==> src/rtl/raxi_pkg.sv <==
`default_nettype none
// ============================================================================
//  Module      : raxi_pkg
//  Description : Shared definitions for the AXI4-Lite to RAXI bridge:
//                AXI response codes, bridge and engine state encodings,
//                the default RAXI window base and the window-match helper.
//  Revision    : 1.0 - initial release
// ============================================================================
package raxi_pkg;

    // AXI response codes carried on s_bresp / s_rresp.
    typedef enum logic [1:0] {
        RESP_OKAY   = 2'b00,
        RESP_EXOKAY = 2'b01,
        RESP_SLVERR = 2'b10,
        RESP_DECERR = 2'b11
    } resp_e;

    // Default base of the RAXI register window.
    localparam logic [31:0] DEFAULT_BASE_ADDR = 32'hFFFF_FF00;

    // Bridge FSM encoding.
    localparam logic [2:0] ST_IDLE   = 3'd0;
    localparam logic [2:0] ST_W_REQ  = 3'd1;
    localparam logic [2:0] ST_W_ACK  = 3'd2;
    localparam logic [2:0] ST_B_RESP = 3'd3;
    localparam logic [2:0] ST_R_REQ  = 3'd4;
    localparam logic [2:0] ST_R_ACK  = 3'd5;
    localparam logic [2:0] ST_R_RESP = 3'd6;

    // Transaction engine phase encoding.
    localparam logic [1:0] ENG_IDLE = 2'd0;
    localparam logic [1:0] ENG_REQ  = 2'd1;
    localparam logic [1:0] ENG_ACK  = 2'd2;

    // True when the upper address bits above the window size match the base.
    function automatic logic addr_in_window(
        input logic [31:0] addr,
        input logic [31:0] base,
        input int unsigned win_bits
    );
        return (addr >> win_bits) == (base >> win_bits);
    endfunction

endpackage : raxi_pkg
`default_nettype wire

==> src/rtl/raxi_txn_engine.sv <==
`default_nettype none
// ============================================================================
//  Module      : raxi_txn_engine
//  Description : Runs one RAXI read or write as a four-phase valid/ready
//                handshake with a per-phase ready timeout.
//  Revision    : 1.0 - initial release
//
//  Ports
//    clk, rst_n      : clock, synchronous active-low reset
//    start           : launch a transaction (only honoured while idle)
//    is_write        : 1 = write, 0 = read
//    addr, wdata     : transaction address and write data
//    acked           : ready seen high while requesting (REQ -> ACK this edge)
//    done, err       : transaction completes this edge; err = timed out
//    rdata           : read data captured at the ready edge (0 until then)
//    raxi_*          : RAXI master side
// ============================================================================
module raxi_txn_engine
    import raxi_pkg::*;
#(
    parameter int unsigned TIMEOUT = 255
) (
    input  logic        clk,
    input  logic        rst_n,
    input  logic        start,
    input  logic        is_write,
    input  logic [31:0] addr,
    input  logic [31:0] wdata,
    output logic        acked,
    output logic        done,
    output logic        err,
    output logic [31:0] rdata,
    output logic        raxi_rvalid,
    output logic        raxi_wvalid,
    input  logic        raxi_ready,
    output logic [31:0] raxi_address,
    output logic [31:0] raxi_wdata,
    input  logic [31:0] raxi_rdata
);

    // The counter is cleared on phase entry, so the edge at which it would
    // reach TIMEOUT is the one where it currently holds TIMEOUT-1.
    localparam logic [7:0] c_TMO_LAST = 8'(TIMEOUT - 1);

    logic [1:0] r_phase;
    logic [7:0] r_cnt;
    logic       w_tmo;

    always_comb begin
        w_tmo = (r_cnt == c_TMO_LAST);
        acked = (r_phase == ENG_REQ) && raxi_ready;
        done  = 1'b0;
        err   = 1'b0;
        if ((r_phase == ENG_REQ) && !raxi_ready && w_tmo) begin
            done = 1'b1;
            err  = 1'b1;
        end else if (r_phase == ENG_ACK) begin
            if (!raxi_ready) begin
                done = 1'b1;
            end else if (w_tmo) begin
                done = 1'b1;
                err  = 1'b1;
            end
        end
    end

    always_ff @(posedge clk) begin
        if (!rst_n) begin
            r_phase      <= ENG_IDLE;
            r_cnt        <= 8'd0;
            rdata        <= 32'd0;
            raxi_rvalid  <= 1'b0;
            raxi_wvalid  <= 1'b0;
            raxi_address <= 32'd0;
            raxi_wdata   <= 32'd0;
        end else begin
            case (r_phase)
                ENG_IDLE: begin
                    if (start) begin
                        r_phase      <= ENG_REQ;
                        r_cnt        <= 8'd0;
                        raxi_wvalid  <= is_write;
                        raxi_rvalid  <= !is_write;
                        raxi_address <= addr;
                        // Cleared so a read that times out before ready
                        // reports zero data.
                        rdata        <= 32'd0;
                        if (is_write) begin
                            raxi_wdata <= wdata;
                        end
                    end
                end
                ENG_REQ: begin
                    if (raxi_ready) begin
                        r_phase     <= ENG_ACK;
                        r_cnt       <= 8'd0;
                        raxi_wvalid <= 1'b0;
                        raxi_rvalid <= 1'b0;
                        if (raxi_rvalid) begin
                            rdata <= raxi_rdata;
                        end
                    end else if (w_tmo) begin
                        r_phase     <= ENG_IDLE;
                        raxi_wvalid <= 1'b0;
                        raxi_rvalid <= 1'b0;
                    end else begin
                        r_cnt <= r_cnt + 8'd1;
                    end
                end
                ENG_ACK: begin
                    if (done) begin
                        r_phase <= ENG_IDLE;
                    end else begin
                        r_cnt <= r_cnt + 8'd1;
                    end
                end
                default: begin
                    r_phase <= ENG_IDLE;
                end
            endcase
        end
    end

endmodule : raxi_txn_engine
`default_nettype wire

==> src/rtl/axi_lite_to_raxi_bridge.sv <==
`default_nettype none
// ============================================================================
//  Module      : axi_lite_to_raxi_bridge
//  Description : Accepts AXI4-Lite reads/writes, checks the address window
//                and byte strobes, arbitrates read vs write and replays each
//                transaction as one RAXI handshake, then returns the response.
//  Revision    : 1.0 - initial release
//
//  Ports
//    iclk, RESETn          : clock, synchronous active-low reset
//    s_aw*/s_w*/s_b*       : AXI4-Lite write address, data and response
//    s_ar*/s_r*            : AXI4-Lite read address and data/response
//    raxi_rvalid/wvalid    : RAXI read/write request
//    raxi_ready            : RAXI slave done
//    raxi_address/wdata    : RAXI address and write data
//    raxi_rdata            : RAXI read data
// ============================================================================
module axi_lite_to_raxi_bridge
    import raxi_pkg::*;
#(
    parameter logic [31:0] BASE_ADDR = DEFAULT_BASE_ADDR,
    parameter int unsigned WIN_BITS  = 8,
    parameter int unsigned TIMEOUT   = 255
) (
    input  logic        iclk,
    input  logic        RESETn,
    input  logic        s_awvalid,
    output logic        s_awready,
    input  logic [31:0] s_awaddr,
    input  logic        s_wvalid,
    output logic        s_wready,
    input  logic [31:0] s_wdata,
    input  logic [3:0]  s_wstrb,
    output logic        s_bvalid,
    input  logic        s_bready,
    output logic [1:0]  s_bresp,
    input  logic        s_arvalid,
    output logic        s_arready,
    input  logic [31:0] s_araddr,
    output logic        s_rvalid,
    input  logic        s_rready,
    output logic [31:0] s_rdata,
    output logic [1:0]  s_rresp,
    output logic        raxi_rvalid,
    output logic        raxi_wvalid,
    input  logic        raxi_ready,
    output logic [31:0] raxi_address,
    output logic [31:0] raxi_wdata,
    input  logic [31:0] raxi_rdata
);

    logic [2:0]  r_state;
    // Held low through reset and one edge after, so the readies are 0 while
    // reset is applied.
    logic        r_run;
    // 1 when the most recent read/write contention was won by the write.
    // Resets to 1 so the read wins the first contention.
    logic        r_last_wr;
    logic        r_aw_vld;
    logic        r_w_vld;
    logic        r_ar_vld;
    logic [31:0] r_awaddr;
    logic [31:0] r_wdata;
    logic [3:0]  r_wstrb;
    logic [31:0] r_araddr;

    logic        w_wr_pend;
    logic        w_rd_pend;
    logic        w_grant_rd;
    logic        w_grant_wr;
    logic        w_wr_in_win;
    logic        w_rd_in_win;
    logic        w_start;
    logic        w_eng_acked;
    logic        w_eng_done;
    logic        w_eng_err;
    logic [31:0] w_eng_rdata;

    assign s_awready = r_run && (r_state == ST_IDLE) && !r_aw_vld;
    assign s_wready  = r_run && (r_state == ST_IDLE) && !r_w_vld;
    assign s_arready = r_run && (r_state == ST_IDLE) && !r_ar_vld;

    assign w_wr_pend   = r_aw_vld && r_w_vld;
    assign w_rd_pend   = r_ar_vld;
    assign w_grant_rd  = w_rd_pend && (!w_wr_pend || r_last_wr);
    assign w_grant_wr  = w_wr_pend && !w_grant_rd;
    assign w_wr_in_win = addr_in_window(r_awaddr, BASE_ADDR, WIN_BITS);
    assign w_rd_in_win = addr_in_window(r_araddr, BASE_ADDR, WIN_BITS);
    assign w_start     = (r_state == ST_IDLE) &&
                         ((w_grant_rd && w_rd_in_win) ||
                          (w_grant_wr && w_wr_in_win && (r_wstrb == 4'hF)));

    raxi_txn_engine #(
        .TIMEOUT (TIMEOUT)
    ) u_engine (
        .clk          (iclk),
        .rst_n        (RESETn),
        .start        (w_start),
        .is_write     (w_grant_wr),
        .addr         (w_grant_wr ? r_awaddr : r_araddr),
        .wdata        (r_wdata),
        .acked        (w_eng_acked),
        .done         (w_eng_done),
        .err          (w_eng_err),
        .rdata        (w_eng_rdata),
        .raxi_rvalid  (raxi_rvalid),
        .raxi_wvalid  (raxi_wvalid),
        .raxi_ready   (raxi_ready),
        .raxi_address (raxi_address),
        .raxi_wdata   (raxi_wdata),
        .raxi_rdata   (raxi_rdata)
    );

    always_ff @(posedge iclk) begin
        if (!RESETn) begin
            r_state   <= ST_IDLE;
            r_run     <= 1'b0;
            r_last_wr <= 1'b1;
            r_aw_vld  <= 1'b0;
            r_w_vld   <= 1'b0;
            r_ar_vld  <= 1'b0;
            r_awaddr  <= 32'd0;
            r_wdata   <= 32'd0;
            r_wstrb   <= 4'd0;
            r_araddr  <= 32'd0;
            s_bvalid  <= 1'b0;
            s_bresp   <= 2'b00;
            s_rvalid  <= 1'b0;
            s_rresp   <= 2'b00;
            s_rdata   <= 32'd0;
        end else begin
            r_run <= 1'b1;

            // Channel latches; readies are only high in IDLE, so these never
            // collide with the clears done in the response states.
            if (s_awvalid && s_awready) begin
                r_aw_vld <= 1'b1;
                r_awaddr <= s_awaddr;
            end
            if (s_wvalid && s_wready) begin
                r_w_vld <= 1'b1;
                r_wdata <= s_wdata;
                r_wstrb <= s_wstrb;
            end
            if (s_arvalid && s_arready) begin
                r_ar_vld <= 1'b1;
                r_araddr <= s_araddr;
            end

            case (r_state)
                ST_IDLE: begin
                    if (w_grant_rd) begin
                        if (w_wr_pend) begin
                            r_last_wr <= 1'b0;
                        end
                        if (w_rd_in_win) begin
                            r_state <= ST_R_REQ;
                        end else begin
                            s_rresp  <= RESP_DECERR;
                            s_rdata  <= 32'd0;
                            s_rvalid <= 1'b1;
                            r_state  <= ST_R_RESP;
                        end
                    end else if (w_grant_wr) begin
                        if (w_rd_pend) begin
                            r_last_wr <= 1'b1;
                        end
                        if (!w_wr_in_win) begin
                            s_bresp  <= RESP_DECERR;
                            s_bvalid <= 1'b1;
                            r_state  <= ST_B_RESP;
                        end else if (r_wstrb != 4'hF) begin
                            s_bresp  <= RESP_SLVERR;
                            s_bvalid <= 1'b1;
                            r_state  <= ST_B_RESP;
                        end else begin
                            r_state <= ST_W_REQ;
                        end
                    end
                end
                ST_W_REQ, ST_W_ACK: begin
                    if (w_eng_done) begin
                        s_bresp  <= w_eng_err ? RESP_SLVERR : RESP_OKAY;
                        s_bvalid <= 1'b1;
                        r_state  <= ST_B_RESP;
                    end else if (w_eng_acked) begin
                        r_state <= ST_W_ACK;
                    end
                end
                ST_B_RESP: begin
                    if (s_bready) begin
                        s_bvalid <= 1'b0;
                        r_aw_vld <= 1'b0;
                        r_w_vld  <= 1'b0;
                        r_state  <= ST_IDLE;
                    end
                end
                ST_R_REQ, ST_R_ACK: begin
                    if (w_eng_done) begin
                        // Engine data is zero for a request-phase timeout and
                        // holds the captured word once ready was seen.
                        s_rresp  <= w_eng_err ? RESP_SLVERR : RESP_OKAY;
                        s_rdata  <= w_eng_rdata;
                        s_rvalid <= 1'b1;
                        r_state  <= ST_R_RESP;
                    end else if (w_eng_acked) begin
                        r_state <= ST_R_ACK;
                    end
                end
                ST_R_RESP: begin
                    if (s_rready) begin
                        s_rvalid <= 1'b0;
                        r_ar_vld <= 1'b0;
                        r_state  <= ST_IDLE;
                    end
                end
                default: begin
                    r_state <= ST_IDLE;
                end
            endcase
        end
    end

endmodule : axi_lite_to_raxi_bridge
`default_nettype wire

==> config.mk <==
export PLATFORM = sky130hd
export DESIGN_NAME = axi_lite_to_raxi_bridge
export DESIGN_NICKNAME = d
export VERILOG_FILES = /design/src/rtl/raxi_pkg.sv /design/src/rtl/raxi_txn_engine.sv /design/src/rtl/axi_lite_to_raxi_bridge.sv
export SDC_FILE = /design/constraint.sdc
export NUM_CORES = 1
export LEC_CHECK = 0
export CAP_MARGIN = 25
export CELL_PAD_IN_SITES_DETAIL_PLACEMENT = 0
export CELL_PAD_IN_SITES_GLOBAL_PLACEMENT = 1
export CORE_MARGIN = 3
export CORE_UTILIZATION = 24
export CTS_BUF_LIST = sky130_fd_sc_hd__clkbuf_4 sky130_fd_sc_hd__clkbuf_8
export DETAILED_ROUTE_END_ITERATION = 10
export GPL_ROUTABILITY_DRIVEN = 0
export GPL_TIMING_DRIVEN = 0
export MAX_ROUTING_LAYER = met4
export PLACE_DENSITY = 0.53
export SLEW_MARGIN = 30
export SYNTH_ARGS = -nofsm -noshare
export SYNTH_HDL_FRONTEND = slang
export SYNTH_SLANG_ARGS = --single-unit
==> constraint.sdc <==
create_clock -name iclk -period 3.88 [get_ports iclk]
set_clock_uncertainty 0.05 [all_clocks]
set_input_delay 0.776 -clock iclk [delete_from_list [all_inputs] [get_ports iclk]]
set_output_delay 0.776 -clock iclk [all_outputs]
set_load 0.02 [all_outputs]
## After elaboration in Yosys (flattened, before gate mapping)

Index checks and enable logic that the tools add are counted.

- Bits in registers: 254
- Bits in latches: 0
- Bits in writable memories: 0
- ROM bits: 0
- Bits of input ports: 140
- Logic and storage cells: 185
- Memories kept: 0

- Add/subtract/negate cells: 1
- Multiply operators: 0
- Div/mod/pow operators: 0
- Order comparisons: 0
- Eq/ne operators: 33
- Shift operators: 0
- Multiplexer cells: 79
- Bitwise gates (word level): 0
- Reductions and logical operators: 50

Operators by type and width:

| cell | number |
|---|---|
| $mux 32 | 7 |
| $pmux 32 s2 | 2 |
| $eq 24x24->1 const B | 2 |
| $mux 1 | 34 |
| $mux 8 | 4 |
| $mux 2 | 15 |
| $mux 3 | 8 |
| $pmux 8 s3 | 1 |
| $logic_and 1x1->1 | 17 |
| $ne 2x2->1 const B | 8 |
| $reduce_and 4->1 | 4 |
| $pmux 3 s5 | 1 |
| $reduce_and 5->1 | 3 |
| $ne 2x1->1 const B | 6 |
| $reduce_bool 2->1 | 5 |
| $eq 3x3->1 const B | 3 |
| $ne 3x2->1 const B | 3 |
| $reduce_and 3->1 | 3 |
| $reduce_bool 3->1 | 3 |
| $add 8x1->8 const B | 1 |
| $eq 8x8->1 const B | 1 |
| $pmux 2 s2 | 2 |
| $logic_not 1->1 | 7 |
| $eq 3x2->1 const B | 2 |
| 16 further kinds | 21 |

## Depth between registers and ports, before layout

- Word-level depth: 12
- Depth in mapped cells: 9
- Gate-level depth less buffers: 8

## By module

A second synthesis with hierarchy kept.

- Cells, all modules: 1242
- Area, all modules: 10107.2 µm²

By module, submodules not included:

| module | times used | cells an instance | area an instance (µm²) |
|---|---|---|---|
| axi_lite_to_raxi_bridge | 1 | 725 | 5979.5 |
| raxi_txn_engine | 1 | 517 | 4127.7 |

## Worst setup path before layout

No wires, ideal clock.

- Path type: input to register
- Start: in raxi_ready
- End: reg u_engine.r_cnt[2]
- Setup time: 0.070 ns
- Arrival: 2.174 ns
- Data required time: 3.760 ns
- Path slack: 1.585 ns
- Stages: 6
- Buffers on the path: 0
- Cell sequence: nor2b_1 > o211ai_2 > nand2_1 > o31a_1 > or4b_1 > a21oi_1

- Cells in the longest elaborated chain, start to end: 6
- Elaborated cells between the ends (all ways): 11
- Those cells by class: eq/ne (2); mux (5); reduce/logical (4)

RTL lines:

| what | RTL line | RTL |
|---|---|---|
| from (decl) | axi_lite_to_raxi_bridge.sv:46 | `input logic raxi_ready,` |
| $logic_not 1->1 | raxi_txn_engine.sv:54 | `if ((r_phase == ENG_REQ) && !raxi_ready && w_tmo) begin` |
| $logic_and 1x1->1 (2 in series) | raxi_txn_engine.sv:54 |  |
| $mux 1 | raxi_txn_engine.sv:54 |  |
| $ne 2x2->1 (no line) | n/a |  |
| $reduce_and 4->1 (no line) | n/a |  |
| to (signal assigned) | raxi_txn_engine.sv:107 | `r_cnt <= r_cnt + 8'd1;` |
| to (signal assigned) | raxi_txn_engine.sv:114 | `r_cnt <= r_cnt + 8'd1;` |
| to (decl) | raxi_txn_engine.sv:46 | `logic [7:0] r_cnt;` |

Parallel ways exist; a longest one is shown, timed or not.
A chain may end at the register's enable or synchronous reset.

## Worst setup path in the final report

- Start: reg r_state[1]
- End: out s_arready

- Cells in the longest elaborated chain, start to end: 3

RTL lines:

| what | RTL line | RTL |
|---|---|---|
| from (decl) | axi_lite_to_raxi_bridge.sv:52 | `logic [2:0] r_state;` |
| from (signal assigned) | axi_lite_to_raxi_bridge.sv:116 | `r_state <= ST_IDLE;` |
| from (signal assigned) | axi_lite_to_raxi_bridge.sv:157 | `r_state <= ST_R_REQ;` |
| from (signal assigned) | axi_lite_to_raxi_bridge.sv:162 | `r_state <= ST_R_RESP;` |
| $logic_not 3->1 | axi_lite_to_raxi_bridge.sv:81 | `assign s_arready = r_run && (r_state == ST_IDLE) && !r_ar_vld;` |
| $logic_and 1x1->1 (2 in series) | axi_lite_to_raxi_bridge.sv:81 |  |
| to (decl) | axi_lite_to_raxi_bridge.sv:38 | `output logic s_arready,` |

Every way passes these cells.

==> results by group <==
Clocking
  • Num CTS Buffers: 48
  • CTS root buffer: clkbuf_8
  • H-tree depth: 2
  • Clk_lat worst skew: a little over 0.6 ns
  • Clk buf depth: 3
  • Clock transition at the registers of the reported paths: around 0.060 ns
  • CTS tree: built
  • Clk sinks: approximately 250

Die
  • # rows: just over 70
  • Die ar.: 41900 um2
  • Core area: approximately 39000 um2
  • Chip Height: 205 um
  • Die width: 205 um
  • IO Pins: around 250
  • Starting density of the core: 0.244

Place
  • IO Port Bufs: ~250
  • HPWL after DPL: 23600 um
  • Pre-CTS setup slack: around 0.45 ns

Hold path
  • HP Class: flop to flop
  • Worst hold stages: 2

Synth
  • Ys flop type: dfxtp_1
  • Compound-Gate Fraction of Synth Area: 0.149
  • Adder-cell share of the synthesized area: 0.00793
  • Register area share after synthesis: 0.537
  • FF+latch count, synth: 254
  • Mapped Nets: roughly 1200
  • Avg Synthesized Cell Area: approximately 8.6 um2
  • Simple-Gate Fraction of Synth Area: 0.219
  • Largest family of logic cells by synthesized area: simple AND/OR/NAND/NOR gates
  • Post-synthesis xor/xnor area fraction: 0.00185
  • YS warnings: 0
  • Dominant cells by area after synthesis: dfxtp_1 54%, nand2_1 10%, a21oi_1 6.1%
  • Mux contribution to synthesized area: 0.0465
  • Post-synth EDFFs: 0
  • Largest area contributor in the netlist: dfxtp_1
  • Ys async rst share: 0
  • Syn Std Cell Area: roughly 9500 um2
  • Post-synth top area share: 0.537
  • Syn Inst Count: approximately 1100
  • Yosys cell types: 55

Critical path
  • Critical Path RT: roughly 3 ns
  • Slowest stage delay, CP: between 0.6 and 0.7 ns
  • Critical-path cell list: nor3_2 -> nand2_1 -> nor2_1 -> clkdlybuf4s50_1
  • Nature of the critical path startpoint: flop
  • FF-to-FF path depth: 9
  • Worst Setup End Kind: primary output
  • WS Path Type: flop to primary output
  • Arr. time, crit path: around 2.6 ns
  • Max Fanout on Critical Path: 6
  • Slowest-stage cell, CP: clkdlybuf4s50_1

Layout
  • Layout fillers: just over 4000
  • Syn-to-layout area delta: 43.4%
  • Share of layout cells above drive strength 1: 0.0812
  • Ant. Diodes: 0
  • Final Net Count: approximately 1500

GRT
  • Initial antenna violation count: 0
  • Gr ovfl total: 0
  • Number of global-route vias before repair: just under 9000
  • GRT Util Overall: 0.158
  • First-pass GRT wire length: approximately 50000 um
  • Pin count of the biggest net entering global routing: 13

Power
  • Clock share of power: 0.418
  • Power per cell area: 482 nW/um2
  • Sequential Power Share: 0.438
  • Pleak: ~4.7 nW
  • Switching Share: 0.278
  • Int Power: around 4.7 mW
  • NetSw: 1.82 mW
  • Peak supply drop: roughly 0.19 mV
  • Logic gate share of total power: 0.144
  • Tot Pwr: ~6.5 mW

STA
  • F_max: just under 300 MHz
  • Min Tclk post-route: ~3.4 ns
  • Setup slack after layout: approximately 0.43 ns
  • Relative slew slack: 0.447
  • Max-slew violation count: 0
  • RSZ-0062 raised after global routing: false
  • Period utilization: 0.888
  • Endpoints failing setup: 0
  • Worst-Margin Slew: 0.829 ns
  • Setup TNS: 0 ns
  • Final Hold Fails: 0

Routing
  • WL/cell: 16.8 um
  • Via density per instance: about 4.5
  • Detailed-route DRC error count: 0
  • Post-DRT Antenna Nets: 0
  • Drt total wl: roughly 33000 um
  • Drt first pass iters: 5
  • Via count: a little under 9000
  • Drt first-iter violations: 376

Run status
  • Status: complete, no violations

Job
  • Max Cap Violations: 0
==> worst paths after layout <==
path | slack, ns | from | endpoint
worst min register to register | 0.40 | r_awaddr[2] | r_awaddr[2]
worst min-delay path | 0.40 | r_awaddr[2] | r_awaddr[2]
worst max-delay path | 0.43 | r_state[1] | s_arready
worst max register to register | 1.04 | u_engine.r_phase[1] | s_rdata[29]
==> registers in the layout, summed over array words and instances (netlist names), 3 cells and up <==
name / flops
u_engine.raxi_address: 32
r_awaddr: 32
r_araddr: 32
u_engine.raxi_wdata: 32
r_wdata: 32
u_engine.rdata: 32
r_state: 3
u_engine.r_cnt: 8
r_wstrb: 4
s_rdata: 32
==> cell families after synthesis <==
family          count (synthesis)
mux                            43
buf+inv                        87
flops                         254
simple gates                  476
fa+ha+maj                       6
xor+xnor                        2
compound gates                234
==> critical path: cells and delay by family (launching register included) <==
family        cells  cell delay [ns]
flops             1             0.37
buf+inv           1             0.65
simple gates      3             0.98
==> routing by layer <==
| metal | up-vias | wire, um | GRT usage |
|---|---|---|---|
| met5 | - | 0 | - |
| met4 | 0 | 757 | 0.0464 |
| met3 | 59 | 2390 | 0.0512 |
| met2 | 233 | 14400 | 0.239 |
| met1 | 4025 | 15100 | 0.202 |
| li1 | 4374 | - | - |
==> placed cells by master, fill, tap and decap left out, types with 4 or more instances in the layout <==
cell type / netlist / routed
o21ai_0: 51 / 51
o211ai_1: 7 / 7
o41ai_1: 4 / 4
mux2i_1: 35 / 35
nand3_1: 19 / 19
and2_1: 4 / 4
nand4_1: 47 / 47
clkdlybuf4s50_1: 0 / 246
inv_1: 6 / 6
nor3_1: 7 / 6
a22o_1: 32 / 32
clkbuf_8: 0 / 62
buf_2: 13 / 13
mux2_2: 8 / 8
clkbuf_4: 0 / 16
nand2_1: 259 / 259
dfxtp_1: 254 / 254
ha_1: 6 / 6
clkbuf_1: 63 / 63
a21oi_1: 115 / 115
nor2b_1: 5 / 5
nand2b_1: 6 / 6
nor2_1: 111 / 111
==> cells in the mapped netlist, drive strengths merged, types with 8 or more instances <==
cell type  count
mux2           8
clkbuf        63
nand2        259
a22o          32
o211ai         8
o21ai         53
nand3         20
a21oi        115
mux2i         35
nand4         47
buf           17
nor2         111
dfxtp        254
==> power by group through the flow <==
stage / clock (mW) / combinational, mW / sequential [mW]
floorplan: 0 / 0.541 / 2.90
global placement: 0 / 0.957 / 2.92
detailed placement: 0 / 0.957 / 2.92
CTS: 2.85 / 0.963 / 2.87
global route: 2.97 / 1.06 / 2.88
finish: 2.74 / 0.940 / 2.86
==> area by class of cell <==
cell class	instances	area, um2	area share
clock inverter	3	21.3	0.00157
inverter	7	26.3	0.00193
sequential	254	5080	0.374
timing repair buffer	246	2460	0.181
tap	518	648	0.0477
buffer	80	339	0.0250
clock buffer	78	973	0.0717
multi-input combinational	761	4020	0.296
==> per-stage QoR <==
step                      utilization  hold slack, ns  area [um2]  cells
after floorplan                     -           0.383        9470   1102
after global placement          0.324           0.389       12600   1866
after detailed placement        0.324           0.395       12600   1866
after CTS                       0.350           0.403       13600   1947
after global routing            0.350           0.417       13600   1947
final                           0.350           0.402       13600   1947
==> what timing repair did <==
item / 4_1_cts / 5_1_grt
setup endpoints to repair: 2 / 0
buffers inserted: 0 / 0
resized for setup: 1 / 0
hold buffers: 0 / 0
No activity file was read; power rests on OpenSTA's default activity.
